## src/rtl/route_stream_out.sv

```systemverilog
// Burst reader for the route write FIFO: waits for a full burst, then streams
// it out through a 2-entry skid buffer as an AXI-Stream master with tlast/done.
module route_stream_out #(
    parameter int WIDTH     = 128,
    parameter int ADDR_BITS = 10,
    parameter int LEN_BITS  = 16
) (
    input  logic                 clk,
    input  logic                 rst,
    input  logic                 start,
    input  logic [LEN_BITS-1:0]  total_beats,
    input  logic [ADDR_BITS:0]   burst_len,
    output logic [ADDR_BITS:0]   M_count,
    input  logic                 M_Ready,
    output logic                 fifo_rd_en,
    input  logic [WIDTH-1:0]     fifo_dout,
    input  logic                 fifo_empty,
    output logic [WIDTH-1:0]     m_axis_tdata,
    output logic                 m_axis_tvalid,
    input  logic                 m_axis_tready,
    output logic                 m_axis_tlast,
    output logic                 busy,
    output logic                 done
);

    localparam int CW = ADDR_BITS + 1;

    typedef enum logic [2:0] {
        IDLE,
        SETTLE,
        WAIT,
        BURST,
        DRAIN,
        FIN
    } state_t;

    state_t state, state_nxt;

    logic [LEN_BITS-1:0] total_q;
    logic [LEN_BITS-1:0] remaining;
    logic [LEN_BITS-1:0] sent;
    logic [CW-1:0]       blen_q;
    logic [CW-1:0]       burst_left;
    logic [CW-1:0]       m_count_q;
    logic                settle_q;
    logic                inflight;
    logic [1:0]          buf_count;
    logic [WIDTH-1:0]    buf0;
    logic [WIDTH-1:0]    buf1;

    logic                accept;
    logic                rd;
    logic [2:0]          occ;
    logic [1:0]          slot;
    logic [CW-1:0]       next_mcount;

    assign m_axis_tvalid = (buf_count != 2'd0);
    assign m_axis_tdata  = buf0;
    assign m_axis_tlast  = m_axis_tvalid && (sent == total_q - LEN_BITS'(1));
    assign accept        = m_axis_tvalid && m_axis_tready;
    assign M_count       = m_count_q;

    // A beat leaving this cycle frees its slot, which keeps one read per cycle.
    assign occ  = {1'b0, buf_count} + {2'b00, inflight} - {2'b00, accept};
    assign slot = buf_count - {1'b0, accept};

    assign rd = (state == BURST) && (burst_left != '0) && !fifo_empty
                && (occ < 3'd2);
    assign fifo_rd_en = rd;

    assign next_mcount = (LEN_BITS'(blen_q) <= remaining) ? blen_q
                                                          : CW'(remaining);

    always_ff @(posedge clk) begin
        if (rst) state <= IDLE;
        else     state <= state_nxt;
    end

    always_comb begin
        state_nxt = state;
        unique case (state)
            IDLE: begin
                if (start)
                    state_nxt = (total_beats == '0) ? FIN : SETTLE;
            end
            SETTLE: begin
                if (settle_q) state_nxt = WAIT;
            end
            WAIT: begin
                if (M_Ready) state_nxt = BURST;
            end
            BURST: begin
                if (burst_left == '0)
                    state_nxt = (remaining != '0) ? SETTLE : DRAIN;
            end
            DRAIN: begin
                if (buf_count == 2'd0 && !inflight) state_nxt = FIN;
            end
            FIN: state_nxt = IDLE;
            default: state_nxt = IDLE;
        endcase
    end

    always_ff @(posedge clk) begin
        if (rst) begin
            total_q    <= '0;
            remaining  <= '0;
            sent       <= '0;
            blen_q     <= '0;
            burst_left <= '0;
            m_count_q  <= '0;
            settle_q   <= 1'b0;
            inflight   <= 1'b0;
            buf_count  <= 2'd0;
            buf0       <= '0;
            buf1       <= '0;
            busy       <= 1'b0;
            done       <= 1'b0;
        end else begin
            done     <= 1'b0;
            inflight <= rd;
            unique case (state)
                IDLE: begin
                    if (start) begin
                        total_q   <= total_beats;
                        blen_q    <= (burst_len == '0) ? CW'(1) : burst_len;
                        remaining <= total_beats;
                        sent      <= '0;
                        busy      <= 1'b1;
                    end
                end
                SETTLE: begin
                    // M_Ready is registered in the FIFO, so hold one extra cycle
                    m_count_q <= next_mcount;
                    settle_q  <= ~settle_q;
                end
                WAIT: begin
                    if (M_Ready) burst_left <= m_count_q;
                end
                BURST: begin
                    if (rd) begin
                        burst_left <= burst_left - CW'(1);
                        remaining  <= remaining - LEN_BITS'(1);
                    end
                end
                FIN: begin
                    done      <= 1'b1;
                    busy      <= 1'b0;
                    m_count_q <= '0;
                end
                default: ;
            endcase

            if (accept) begin
                sent <= sent + LEN_BITS'(1);
                buf0 <= buf1;
            end
            if (inflight) begin
                if (slot == 2'd0) buf0 <= fifo_dout;
                else              buf1 <= fifo_dout;
            end
            buf_count <= buf_count + {1'b0, inflight} - {1'b0, accept};
        end
    end

endmodule

```

## config.mk

```make
export PLATFORM = sky130hd
export DESIGN_NAME = route_stream_out
export DESIGN_NICKNAME = d
export VERILOG_FILES = /design/src/rtl/route_stream_out.sv
export SDC_FILE = /design/constraint.sdc
export NUM_CORES = 1
export LEC_CHECK = 0
export CORE_MARGIN = 10
export CORE_UTILIZATION = 38
export CTS_CLUSTER_SIZE = 10
export DETAILED_ROUTE_END_ITERATION = 12
export GPL_TIMING_DRIVEN = 0
export HOLD_SLACK_MARGIN = 0.05
export SLEW_MARGIN = 20
export SYNTH_ARGS = -nofsm -noshare
export SYNTH_HDL_FRONTEND = slang
export SYNTH_SLANG_ARGS = --single-unit
export TNS_END_PERCENT = 10
```

## constraint.sdc

```tcl
create_clock -name clk -period 5.05 [get_ports clk]
set_input_delay 1.515 -clock clk [delete_from_list [all_inputs] [get_ports clk]]
set_output_delay 1.515 -clock clk [all_outputs]
set_load 0.01 [all_outputs]
```

==> impl_metrics.ini <==
[drt]
first_pass_iters = 6
wl_per_cell_um = 19.5
wl_met2_mm = 25.3
vias = 15000
wl_met3_mm = 4.58
top_layer_used = met5
antenna_left = 0
wirelength_met1_mm = 23.7
wirelength_mm = 55.1
drc = 0
drt_iter0_markers = 958
via_per_inst = 5.32

[critical_path]
cp_cell_sequence = buf_2 > nand2_4 > inv_12 > ha_4 > inv_1 > ha_1 > fa_2 > or3_4 > nor2_4 > buf_6
start_kind = input pin
critPathMaxFanout = 19
cp.required_ns = 3.54
worstPathArrival_ns = 3.46
path_buf_inv = 4
critPathSlowestCell = fa_2
cp-end-kind = output port
cpPeakStageDelay_ns = 0.44
worstSetupPathType = input pin to output port
crit_family = adder cells

[job]
cap_violations = 0

[timing]
setup_viol = 0
max_slew_margin = 0.305
setup_slack_ns = 0.0778
worst_pin_slew_ns = 1.04
skew_ns = 0.0210
holdWs_ns = 0.453
final_hold_viol_count = 0
fin_crit_sh = 0.985
min_period_ns = 4.97
grt_setup_unrepaired = false
finalSetupTns_ns = 0
clock.fmax_mhz = 201
finalMaxSlewViolations = 0

[global_routing]
grt_pass1_wl_mm = 84.8
grt_max_degree = 20
grt_pass1_vias = 14800
grt_use_total = 0.224
grt.overflow.total = 0
antenna_found_initial = 12

[final_layout]
fill_cells = 3735
area_delta_synth_final_pct = 33.1
stdcell_count = 2829
layout.nets = 2478
drive_gt1_frac = 0.0338
fin_util = 0.512

[die]
coreArea_um2 = 38600
start_util = 0.385
io_pins = 305
rows = 72
fp.dieH_um = 218
die_area_um2 = 47500
die_x_um = 218

[synthesis]
synthFlopType = dfxtp_1
synth.top_cell.area_share = 0.466
synthMuxAreaShare = 0.0118
synth_top_family_by_area = simple AND/OR/NAND/NOR gates
synth_area_um2 = 14900
ys_warn_count = 0
synth_common_cells = nand2_1 (631), dfxtp_1 (346), a21oi_1 (187), nor2_1 (187), clkbuf_1 (147)
synth_edf_count = 0
synth_fa_ha_area_frac = 0.0173
ys_async_sr_fraction = 0
yosys-top-cells-area = dfxtp_1 (47%), nand2_1 (16%), a311oi_1 (7.7%)
yosys.area_share.simple = 0.254
yosys_register_bits = 346
syn_avg_cell_area_um2 = 7.64
yosysMostFrequentCell = nand2_1
synth_top_area_cell = dfxtp_1
synth_fp_nets = 2129
ys_seq_area_frac = 0.466
synth_compound_area_frac = 0.191
synth_xor_area_frac = 0.0147
synth_cells = 1948
synth_cell_types = 59

[cts]
path_clk_slew_ns = 0.06
clock_path_buffers = 3
clk_latency_ns = 0.57
cts-root-buf = clkbuf_16
cts_tree = yes
clock_sinks = 346
cts-htree-levels = 2
cts-buffers-inserted = 41

[placement]
place_ws_ns = -1.76
place.gp.congestion = 0.886
dp_cells = 2770
hpwl_mm = 40.2
port_buffers = 304

[pwr]
p_per_area_nw_per_um2 = 354
peakVddDrop_v = 0.000226
leakagePower_nw = 6.59

[outcome]
status = complete, no violations

[hold_path]
hold_path.class = flop to flop
-- per-layer routing --
layer / up-vias / track usage
li1: 7365 / -
met1: 7108 / 0.280
met2: 451 / 0.359
met3: 104 / 0.0755
met4: 12 / 0.0634
met5: - / 0
-- power by group --
| part | total [W] | switching (W) | internal, W |
|---|---|---|---|
| clock | 0.00264 | 0.00114 | 0.00149 |
| sequential | 0.00293 | 0.000103 | 0.00282 |
| combinational | 0.00145 | 0.000897 | 0.000553 |
-- worst paths after layout --
path	depth (start not counted)	slack [ns]	endpoint	startpoint
setup / recovery	10	0.08	fifo_rd_en	m_axis_tready
hold / removal	2	0.45	buf1[54]$_SDFFE_PP0P_	buf1[54]$_SDFFE_PP0P_
setup reg to reg	16	0.87	remaining[9]$_SDFFE_PP0P_	buf_count[1]$_SDFF_PP0_
hold reg to reg	2	0.45	buf1[54]$_SDFFE_PP0P_	buf1[54]$_SDFFE_PP0P_
-- cell usage in the layout, fill, tap and decap left out, types with 4 or more instances in the layout --
master           instances
dfxtp_1                346
a21oi_1                187
o21ai_0                 46
nand3_1                 18
nor2b_1                  7
nand3b_1                 4
a21o_1                   5
buf_4                    5
nand2_1                630
a311oi_1               130
inv_1                   24
clkbuf_16               41
xnor2_1                 15
nor3_1                  18
nor2_1                 186
buf_1                    4
mux2i_1                 13
xor2_1                  10
ha_1                    18
nor4_1                  16
nand2b_1                 4
o22ai_1                  4
clkdlybuf4s50_1        302
o211ai_1                11
nand4_1                  9
a22oi_1                 12
clkbuf_1               151
a31oi_1                  4
or4_1                    4
a211oi_1                 7
or3_1                    5
and3_1                   4
-- per-stage QoR --
| stage | power [W] | instance area (µm²) |
|---|---|---|
| finish | 0.00702 | 19800 |
| global route | 0.00737 | 19800 |
| CTS | 0.00706 | 19800 |
| detailed placement | 0.00438 | 18600 |
| global placement | 0.00437 | 18600 |
| floorplan | 0.00383 | 14900 |
-- logic make-up after synthesis --
family	count (synthesis)
and+or+nand+nor	928
AOI/OAI and AO/OA	433
DFF	346
buffers and inverters	179
xor gates and xnor gates	25
adders and majority gates	20
muxes	17
-- worst register-to-register path, delay by kind of cell (launching register included) --
| kind | cells | cell delay [ns] |
|---|---|---|
| buffers and inverters | 5 | 1.00 |
| AOI/OAI and AO/OA | 3 | 0.90 |
| and+or+nand+nor | 4 | 0.89 |
| adders and majority gates | 3 | 0.80 |
| DFF | 1 | 0.34 |
| xor gates and xnor gates | 1 | 0.13 |
-- state kept, by name (all words and copies together) (netlist names), 2 cells and up --
signal	count
buf1	128
m_axis_tdata	128
remaining	16
sent	16
total_q	16
M_count	11
blen_q	11
burst_left	11
state	3
buf_count	2
-- repair_timing --
action                                  CTS  global route
gates resized for setup                  20             6
endpoints found under the setup margin   21             2
buffers inserted                          3             2
pin swaps                                 3             3
hold endpoints to repair                  0             0
hold buffers                              0             0
-- area by class of cell --
type | instances | area [µm²] | area share
multi-input combinational | 1423 | 7340 | 0.371
clock buffer | 50 | 1080 | 0.0545
sequential | 346 | 6930 | 0.350
buffer | 151 | 571 | 0.0288
inverter | 25 | 106 | 0.00537
antenna | 3 | 7.51 | 0.000379
clock inverter | 4 | 46.3 | 0.00234
tap | 518 | 648 | 0.0327
timing repair buffer | 309 | 3080 | 0.155
No activity file was read; power rests on OpenSTA's default activity.
==> edit, RTL diff (config.mk and constraints unchanged) <==
Encoding of `state_t`: now Gray code (3 bits for 6 states).
--- a/src/rtl/route_stream_out.sv
+++ b/src/rtl/route_stream_out.sv
@@ -26,12 +26,12 @@
     localparam int CW = ADDR_BITS + 1;
 
     typedef enum logic [2:0] {
-        IDLE,
-        SETTLE,
-        WAIT,
-        BURST,
-        DRAIN,
-        FIN
+        IDLE   = 3'b000,
+        SETTLE = 3'b001,
+        WAIT   = 3'b011,
+        BURST  = 3'b010,
+        DRAIN  = 3'b110,
+        FIN    = 3'b111
     } state_t;
 
     state_t state, state_nxt;
Function: no difference found for any inputs over 4 cycles, from zero or initial values and one cycle with rst high; so few cycles prove little.
==> edit against the unedited design <==
  * Worst setup slack better by 0.0045 ns
  * Critical path depth grew 1
  * Power rose by 18%
  * Critical endpoint unchanged
  * Register-to-register slack gained 0.82 ns
  * Sequential share of layout area decreased by 0.070 points
  * Hold slack better by 0.00063 ns
  * Sequential cell count is the same
  * Non-clock buffer count down 6
  * Sequential power is 5% higher
  * Routed wire length is 1.2% higher
  * Area after synthesis fell by 0.11%
  * Final area increased by 0.20%
==> edit: results (changes against the unedited design) <==
[logic_synthesis]
synth_common_cells = nand2_1 (625), dfxtp_1 (346), a21oi_1 (196), nor2_1 (175), clkbuf_1 (135)
synthAdderAreaFrac_pct = 1.73  ; +0.0019 points
ys_seq_area_share_pct = 46.6  ; +0.051 points
synth_cells = 1939  ; -0.46%
synthXorXnorAreaFrac_pct = 1.24  ; -0.23 points
syn_nets = 2120  ; -0.42%
ys_top_cells_by_area = dfxtp_1 (47%), nand2_1 (16%), a311oi_1 (7.8%)
synth_mux_area_share_pct = 1.40  ; +0.22 points

[power_and_ir_drop]
power.leakage_nw = 6.62  ; +0.56%

[drt]
drtPass1Iterations = 7  ; +1
routedWlPerCell_um = 19.7  ; +1.3%

[global_route]
track_usage_pct = 22.6  ; +0.25 points
grt_pass1_vias = 14946  ; +1.2%
grt_max_degree = 18  ; -10%
grt_antenna_before_repair = 15  ; +3
grt_pass1_wl_um = 85600  ; +0.94%

[placement]
hpwl_um = 40600  ; +0.87%
placed_area_mm2 = 0.0186  ; about the same
place_ws_ns = -1.81  ; -0.0486 ns

[sta]
max_slew.worst_pin.slew_ns = 1.04  ; +0.000595 ns
skew_ns = 0.0289  ; +0.00790 ns

[setup_path]
r2r_cells = 11  ; -5
path_max_fanout = 3  ; -16
reg2reg_to = remaining[1]$_SDFFE_PP0P_
regToRegSetupSlack_ns = 1.69  ; +0.82 ns
cp_data_arrival_time_ns = 3.45  ; about the same

[worst_hold_path]
min_from = buf1[51]$_SDFFE_PP0P_
whs_endpoint = buf1[51]$_SDFFE_PP0P_

[clock_network]
cts_inserted_buffers = 42  ; +2.4%

[layout]
drive_above_1_share_pct = 3.69  ; +0.31 points

[status]
status = finished, final reports clean

edit: cell types whose count changed after synthesis, moves of 5 or more:
| cell | delta |
|---|---|
| o211ai_1 | -5 |
| a21oi_1 | +9 |
| a22oi_1 | -6 |
| nor2_1 | -12 |
| xnor2_1 | -6 |
| clkbuf_1 | -12 |
| nand2_1 | -6 |
edit: report_power, final:
part           internal (mW)  total, mW  switching, mW
Sequential              2.90       3.08          0.181
Combinational          0.896       2.46           1.57
Clock                   1.62       2.77           1.15
edit: how the worst max path moves through the flow:
stage	from	endpoint	slack (ns)	cells after the start
floorplan	m_axis_tready	fifo_rd_en	0.01	10
CTS	m_axis_tready	fifo_rd_en	0.02	12
global route	m_axis_tready	fifo_rd_en	0.03	11
global placement	m_axis_tready	fifo_rd_en	-1.78	12
finish	m_axis_tready	fifo_rd_en	0.08	11
detailed placement	m_axis_tready	fifo_rd_en	-1.81	12
edit: repair_timing:
item                       in CTS  in global routing
buffers inserted                4                  0
pin swaps                       3                  3
setup endpoints to repair      14                  2
cloned                          0                  0
resized for setup              19                  1
edit: cell families (layout without fill, tap and decap cells):
group,Yosys count,in the layout
DFF,346,346
AOI/OAI and AO/OA,436,436
xor gates and xnor gates,21,21
adders and majority gates,20,20
other,0,4
muxes,20,20
and+or+nand+nor,921,921
buffers and inverters,175,539
edit: worst max-delay path, cell delays in order:
cell and delay [ns]:
buf_2 0.14, o21ai_4 0.11, inv_8 0.05, ha_4 0.27, inv_1 0.04, ha_1 0.18, fa_2 0.46, nor4_4 0.33
nand2_2 0.14, inv_1 0.08, buf_2 0.14
edit: routing by layer:
layer,GRT usage [%],part of all wire (%)
met1,27.8,42
met2,36.3,46
met3,7.50,8.5
met4,8.15,2.9
met5,0,0.22
edit: area by class of cell:
type,instances,area [µm²]
antenna,4,10.0
buffer,147,557
clock buffer,54,1150
clock inverter,4,48.8
fill,3733,18800
inverter,27,109
multi-input combinational,1418,7340
sequential,346,6930
tap,518,648
timing repair buffer,307,3060
